--- config.mk ---
export PLATFORM = sky130hd
export DESIGN_NAME = clock_time_ctrl
export DESIGN_NICKNAME = d
export VERILOG_FILES = /design/src/rtl/clock_time_ctrl.sv
export SDC_FILE = /design/constraint.sdc
export NUM_CORES = 1
export LEC_CHECK = 0
export CORE_MARGIN = 2
export CORE_UTILIZATION = 56
export DETAILED_ROUTE_END_ITERATION = 8
export GPL_TIMING_DRIVEN = 0
export PLACE_DENSITY = 0.82
export SLEW_MARGIN = 25
export SYNTH_ARGS = -nofsm -noshare
export SYNTH_HDL_FRONTEND = slang
export SYNTH_SLANG_ARGS = --single-unit
export TNS_END_PERCENT = 20
--- constraint.sdc ---
create_clock -name clk -period 2.9 [get_ports clk]
set_input_delay 0.87 -clock clk [delete_from_list [all_inputs] [get_ports clk]]
set_output_delay 0.87 -clock clk [all_outputs]
set_load 0.02 [all_outputs]
--- src/rtl/clock_time_ctrl.sv ---
// Time-of-day controller: hours:minutes counter with a mode/increment set-time sequence.
// Optional 12-hour display conversion is enabled by defining CLOCK_TIME_CTRL_H12_EN.
module clock_time_ctrl #(
   parameter int unsigned REPEAT = 8
) (
   input  logic       clk,
   input  logic       rst_n,
   input  logic       min_tick,
   input  logic       mode_btn,
   input  logic       inc_btn,
   output logic [5:0] minutes,
   output logic [4:0] hours,
   output logic [1:0] state,
   output logic       day_tick,
   output logic       pm
);

   typedef enum logic [1:0] {
      StRun  = 2'b00,
      StSetH = 2'b01,
      StSetM = 2'b10,
      StBad  = 2'b11
   } state_e;

   localparam logic [7:0] RepLast = 8'(REPEAT - 1);

   state_e     state_q, state_d;
   logic [5:0] min_q, min_d;
   logic [4:0] hr_q, hr_d;
   logic       day_q, day_d;
   logic       mode_q, inc_q;
   logic [7:0] hold_q, hold_d;
   logic       armed_q, armed_d;
   logic       mode_edge, inc_edge, set_mode, rep_ev, inc_ev;

   assign mode_edge = mode_btn & ~mode_q;
   assign inc_edge  = inc_btn & ~inc_q;
   assign set_mode  = (state_q == StSetH) || (state_q == StSetM);

   // Auto-repeat only runs after a genuine press seen in a set state, so a button
   // held across reset or a mode change must be released and pressed again.
   always_comb begin
      hold_d  = hold_q;
      armed_d = armed_q;
      rep_ev  = 1'b0;
      if (!inc_btn || !set_mode || mode_edge) begin
         hold_d  = 8'd0;
         armed_d = 1'b0;
      end else if (inc_edge) begin
         hold_d  = 8'd0;
         armed_d = 1'b1;
      end else if (armed_q) begin
         if (hold_q == RepLast) begin
            hold_d = 8'd0;
            rep_ev = 1'b1;
         end else begin
            hold_d = hold_q + 8'd1;
         end
      end
   end

   assign inc_ev = set_mode & ~mode_edge & (inc_edge | rep_ev);

   always_comb begin
      state_d = state_q;
      min_d   = min_q;
      hr_d    = hr_q;
      day_d   = 1'b0;
      case (state_q)
         StRun: begin
            if (min_tick) begin
               if (min_q == 6'd59) begin
                  min_d = 6'd0;
                  if (hr_q == 5'd23) begin
                     hr_d  = 5'd0;
                     day_d = 1'b1;
                  end else begin
                     hr_d = hr_q + 5'd1;
                  end
               end else begin
                  min_d = min_q + 6'd1;
               end
            end
            if (mode_edge) state_d = StSetH;
         end
         StSetH: begin
            if (mode_edge) begin
               state_d = StSetM;
            end else if (inc_ev) begin
               hr_d = (hr_q == 5'd23) ? 5'd0 : hr_q + 5'd1;
            end
         end
         StSetM: begin
            if (mode_edge) begin
               state_d = StRun;
            end else if (inc_ev) begin
               min_d = (min_q == 6'd59) ? 6'd0 : min_q + 6'd1;
            end
         end
         default: state_d = StRun;
      endcase
   end

   always_ff @(posedge clk) begin
      if (!rst_n) begin
         state_q <= StRun;
         min_q   <= 6'd0;
         hr_q    <= 5'd0;
         day_q   <= 1'b0;
         mode_q  <= 1'b1;
         inc_q   <= 1'b1;
         hold_q  <= 8'd0;
         armed_q <= 1'b0;
      end else begin
         state_q <= state_d;
         min_q   <= min_d;
         hr_q    <= hr_d;
         day_q   <= day_d;
         mode_q  <= mode_btn;
         inc_q   <= inc_btn;
         hold_q  <= hold_d;
         armed_q <= armed_d;
      end
   end

   assign minutes  = min_q;
   assign state    = state_q;
   assign day_tick = day_q;

`ifdef CLOCK_TIME_CTRL_H12_EN
   always_comb begin
      if (hr_q == 5'd0) begin
         hours = 5'd12;
      end else if (hr_q > 5'd12) begin
         hours = hr_q - 5'd12;
      end else begin
         hours = hr_q;
      end
   end
   assign pm = (hr_q >= 5'd12);
`else
   assign hours = hr_q;
   assign pm    = 1'b0;
`endif

endmodule

# --- Word level (Yosys, flattened, before mapping) ---
# Cells that the tools add are included.
totals:
  elab_cells: 69
  ff_bits: 25
  in_bits: 5
classes:
  bitwise: 9
  n_reduce_logical: 14
  mux: 21
  addsub: 3
  eq_ne: 14
op_table:
  columns: ["op", "n"]
  rows:
  - ["5-bit two-way mux", 5]
  - ["6-bit two-way mux", 4]
  - ["2-bit inequality test (second input constant)", 9]
  - ["6-bit one-hot mux with 2 select lines", 1]
  - ["5-bit one-hot mux with 2 select lines", 1]
  - ["8-bit by 1-bit adder with 8-bit output (second input constant)", 1]
  - ["8-bit by 3-bit == test with 1-bit output (second input constant)", 1]
  - ["8-bit two-way mux", 1]
  - ["4-bit AND reduction", 2]
  - ["6-bit by 1-bit adder with 6-bit output (second input constant)", 1]
  - ["6-bit == test (second input constant)", 1]
  - ["2-bit two-way mux", 3]
  - ["2-bit one-hot mux with 3 select lines", 1]
  - ["5-bit by 1-bit adder with 5-bit output (second input constant)", 1]
  - ["5-bit == test (second input constant)", 1]
  - ["1-bit two-way mux", 5]
  - ["5-bit AND reduction", 1]
  - ["1-bit bitwise AND", 4]
  - ["1-bit NOT", 4]
  - ["2-bit nonzero test", 2]
  - ["1-bit logical OR", 3]
  - ["3-bit AND reduction", 1]
  - ["3-bit OR reduction", 1]
  - ["2-bit by 1-bit == test with 1-bit output (second input constant)", 1]
  - ["other kinds (5)", 6]

# --- Depth between registers and ports, before layout ---
depth:
  depth_word: 11
  mapped_depth: 7
  mapped_depth_nobuf: 7

# --- Worst setup path after synthesis ---
# Ideal clock, no wire load.
synth_timing:
  kind: "input-to-reg"
  startpoint: "input port mode_btn"
  endpoint: "register hr_q[3] (netlist: hours[3])"
  setup_time_ns: 0.070
  arrival_ns: 2.104
  t_required_ns: 2.830
  path_slack_ns: 0.726
  stages: 5
  path_cell_list: "nor2b_1 o21ai_0 nand3_4 or4_1 a21boi_1"
synth_between:
  elab_chain_len: 7
  elab_cells_between_ends: 10
  cone_classes: "2 x eq/ne; 1 x mux; 5 x bitwise; 2 x reduce/logical"
synth_rtl:
  columns: ["item", "line_no", "text"]
  rows:
  - ["from (decl)", "9", "input logic mode_btn,"]
  - ["1-bit bitwise AND (*)", "36", "assign mode_edge = mode_btn & ~mode_q;"]
  - ["1-bit logical OR", "46", "if (!inc_btn || !set_mode || mode_edge) begin"]
  - ["1-bit two-way mux", "46", null]
  - ["1-bit OR", "62", "assign inc_ev = set_mode & ~mode_edge & (inc_edge | rep_ev);"]
  - ["1-bit bitwise AND", "62", null]
  - ["2-bit inequality test (no source line)", null, null]
  - ["5-bit AND reduction (no source line) (*)", null, null]
  - ["to (signal assigned)", "117", "hr_q <= hr_d;"]
  - ["to (decl)", "29", "logic [4:0] hr_q, hr_d;"]
# Every way passes the cells marked *; elsewhere a longest branch is shown, timed or not.
# A chain may end at the register's enable or synchronous reset.

# --- Worst setup path after layout ---
# Ends and elaborated chain as after synthesis.

==> results.yml <==
floorplan:
  initial_core_util: 0.596
  ioPinCount: 20
  rows: 17
  die_x_um: 52.5
  die-area_um2: 2760
  die_h_um: 52.5
  core-area_um2: 2210
layout:
  diodes: 0
  design_area_um2: 1560
  multiInputGateArea_um2: 751
  fill_cells: 187
  utilization: 0.705
  final_common_cell: "dfxtp_1"
  syn_to_final_growth_pct: 18.3
  mostFrequentLayoutCells: "dfxtp_1 (25), clkdlybuf4s50_1 (18), nand2_1 (15)"
  drive_gt1_frac: 0.134
  num-nets-final: 176
  regArea_um2: 500
worst_setup_path:
  cp.arrival_ns: 2.63
  cp_slowest_stage_delay_ns: 0.53
  r2r-start: "hold_q[3]"
  rr_worst_depth: 5
  path_depth: 6
  cp_max_fo: 10
  cpLargestDelayFamily: "simple AND/OR/NAND/NOR gates"
  endpoint_kind: "register"
  slowest_stage: "or4_1"
  reg2reg_setup_slack_ns: 0.86
  cp.required_ns: 3.17
  crit_buf_inv: 1
  path_cells: "clkdlybuf4s50_1 > nor2b_1 > o21ai_0 > nand3_4 > or4_1 > a21boi_1"
  path_class: "primary input to register"
  worst_r2r_endpoint: "hours[3]"
  start_kind: "primary input"
clocking:
  clock-root-buffer: "clkbuf_4"
  cts_buffers: 3
  path_clk_slew_ns: 0.13
  cts_resized: 0
  insertion_delay_ns: 0.33
  clockBufferDepth: 2
  cts_hold_buf: 0
  cts_tree: "built"
  h-tree-depth: 1
  postCtsSetupBuffers: 0
  cts.sinks: 25
pwr:
  finalPower_mw: 0.585
  powerDensity_nw_per_um2: 375
  power.leakage_nw: 0.551
  vdd_drop_max_mv: 0.361
yosys:
  synth.yosys.seq_area_share: 0.380
  synth_edf_count: 0
  synthesis.nets: 153
  ys_seq_elements: 25
  synthCells: 142
  netlist_area_um2: 1320
  synth_flop_cell: "dfxtp_1"
  ys_types: 44
  syn_avg_cell_area_um2: 9.28
  async_reset_ff_frac: 0
  ys.warnings.count: 0
outcome:
  outcome: "completed"
timing:
  fin_crit_sh: 0.813
  final.setup.tns_ns: 0
  fmax_ghz: 0.424
  slew_viol_final: 0
  hold_slack_ns: 0.506
  hold_viol_final: 0
  setup_viol: 0
  rsz0062_at_grt: "false"
  fin_worst_skew_ns: 0.00668
  period_needed_ns: 2.36
routing:
  via_per_inst: 5.66
  drt-wirelength-per-cell_um: 13.3
  drt_iter0_markers: 30
  drc: 0
  wl_um: 2550
  dr.pass1.iters: 4
  antenna_left: 0
  num_vias: 1086
place:
  place.gp.congestion: 0.799
  place_area_um2: 1530
  dp_hpwl_um: 1860
  port_buffers: 18
grt:
  grt_pass1_vias: 973
  antenna_found_initial: 0
  track_usage: 0.209
  grt_pass1_wl_um: 4200
  grt_overflow: 0
  grt_max_degree: 14
worst_hold_path:
  hp-start: "minutes[4]"
  hold_path_depth: 1
  holdPathEnd: "minutes[4]"
  hold_path_class: "register to register"
job:
  drv_cap: 0
[per-layer routing]
layer  track usage  share of wire
met3        0.0600          0.039
met5             0              0
met1         0.243           0.46
met2         0.360           0.49
met4        0.0769          0.015
[final cells by class]
| type | instances | share of cell area |
|---|---|---|
| well taps | 28 | 0.0225 |
| flip-flops and latches | 25 | 0.321 |
| clock buffers | 4 | 0.0169 |
| repair buffers | 18 | 0.116 |
| multi-input cells | 110 | 0.482 |
| inverters | 3 | 0.00722 |
| plain buffers | 4 | 0.0353 |
[cell families after synthesis]
group           Yosys count  share of synthesized area
other cells               1                    0.00285
flops                    25                      0.380
fa+ha+maj                 6                     0.0570
simple gates             68                      0.304
mux                       1                    0.00855
buf+inv                   7                     0.0503
compound gates           28                      0.158
xor+xnor                  6                     0.0399
[cell usage after synthesis (3+ instances only)]
master | n | share of area
nand4_1 | 3 | 0.014
nand3_1 | 6 | 0.023
dfxtp_1 | 25 | 0.38
a21boi_0 | 3 | 0.017
nand4b_1 | 3 | 0.020
nand2_1 | 15 | 0.043
xor2_1 | 6 | 0.040
nand2b_1 | 6 | 0.028
ha_1 | 6 | 0.057
o21ai_0 | 8 | 0.030
o221a_2 | 3 | 0.026
inv_1 | 3 | 0.0085
o211ai_1 | 4 | 0.023
nor3b_1 | 3 | 0.017
nor2_1 | 13 | 0.037
[sequential cells by signal, summed over array words and instances, names as in the netlist]
signal	cells
inc_q	1
state	2
minutes	6
day_tick	1
hours	5
mode_q	1
hold_q	8
armed_q	1
[worst max path at each step]
stage	end	start	slack (ns)
4_1_cts	hours[3]	mode_btn	0.55
6_report	hours[3]	mode_btn	0.54
3_3_place_gp	hours[3]	mode_btn	0.22
5_1_grt	hours[4]	mode_btn	0.47
2_1_floorplan	hours[3]	mode_btn	0.73
3_5_place_dp	hours[3]	mode_btn	0.20
[power breakdown]
part	switching (mW)	leakage, nW	internal, mW	total (mW)
sequential	0.00695	0.202	0.350	0.357
clock	0.103	0.0150	0.0540	0.157
combinational	0.0370	0.333	0.0335	0.0705
total	0.147	0.551	0.437	0.585
[through the flow]
stage | std cells | setup slack, ns
CTS | 192 | 0.545
floorplan | 142 | 0.726
detailed placement | 188 | 0.198
global placement | 188 | 0.222
finish | 192 | 0.541
global route | 192 | 0.471
No activity file was read; power rests on OpenSTA's default activity.
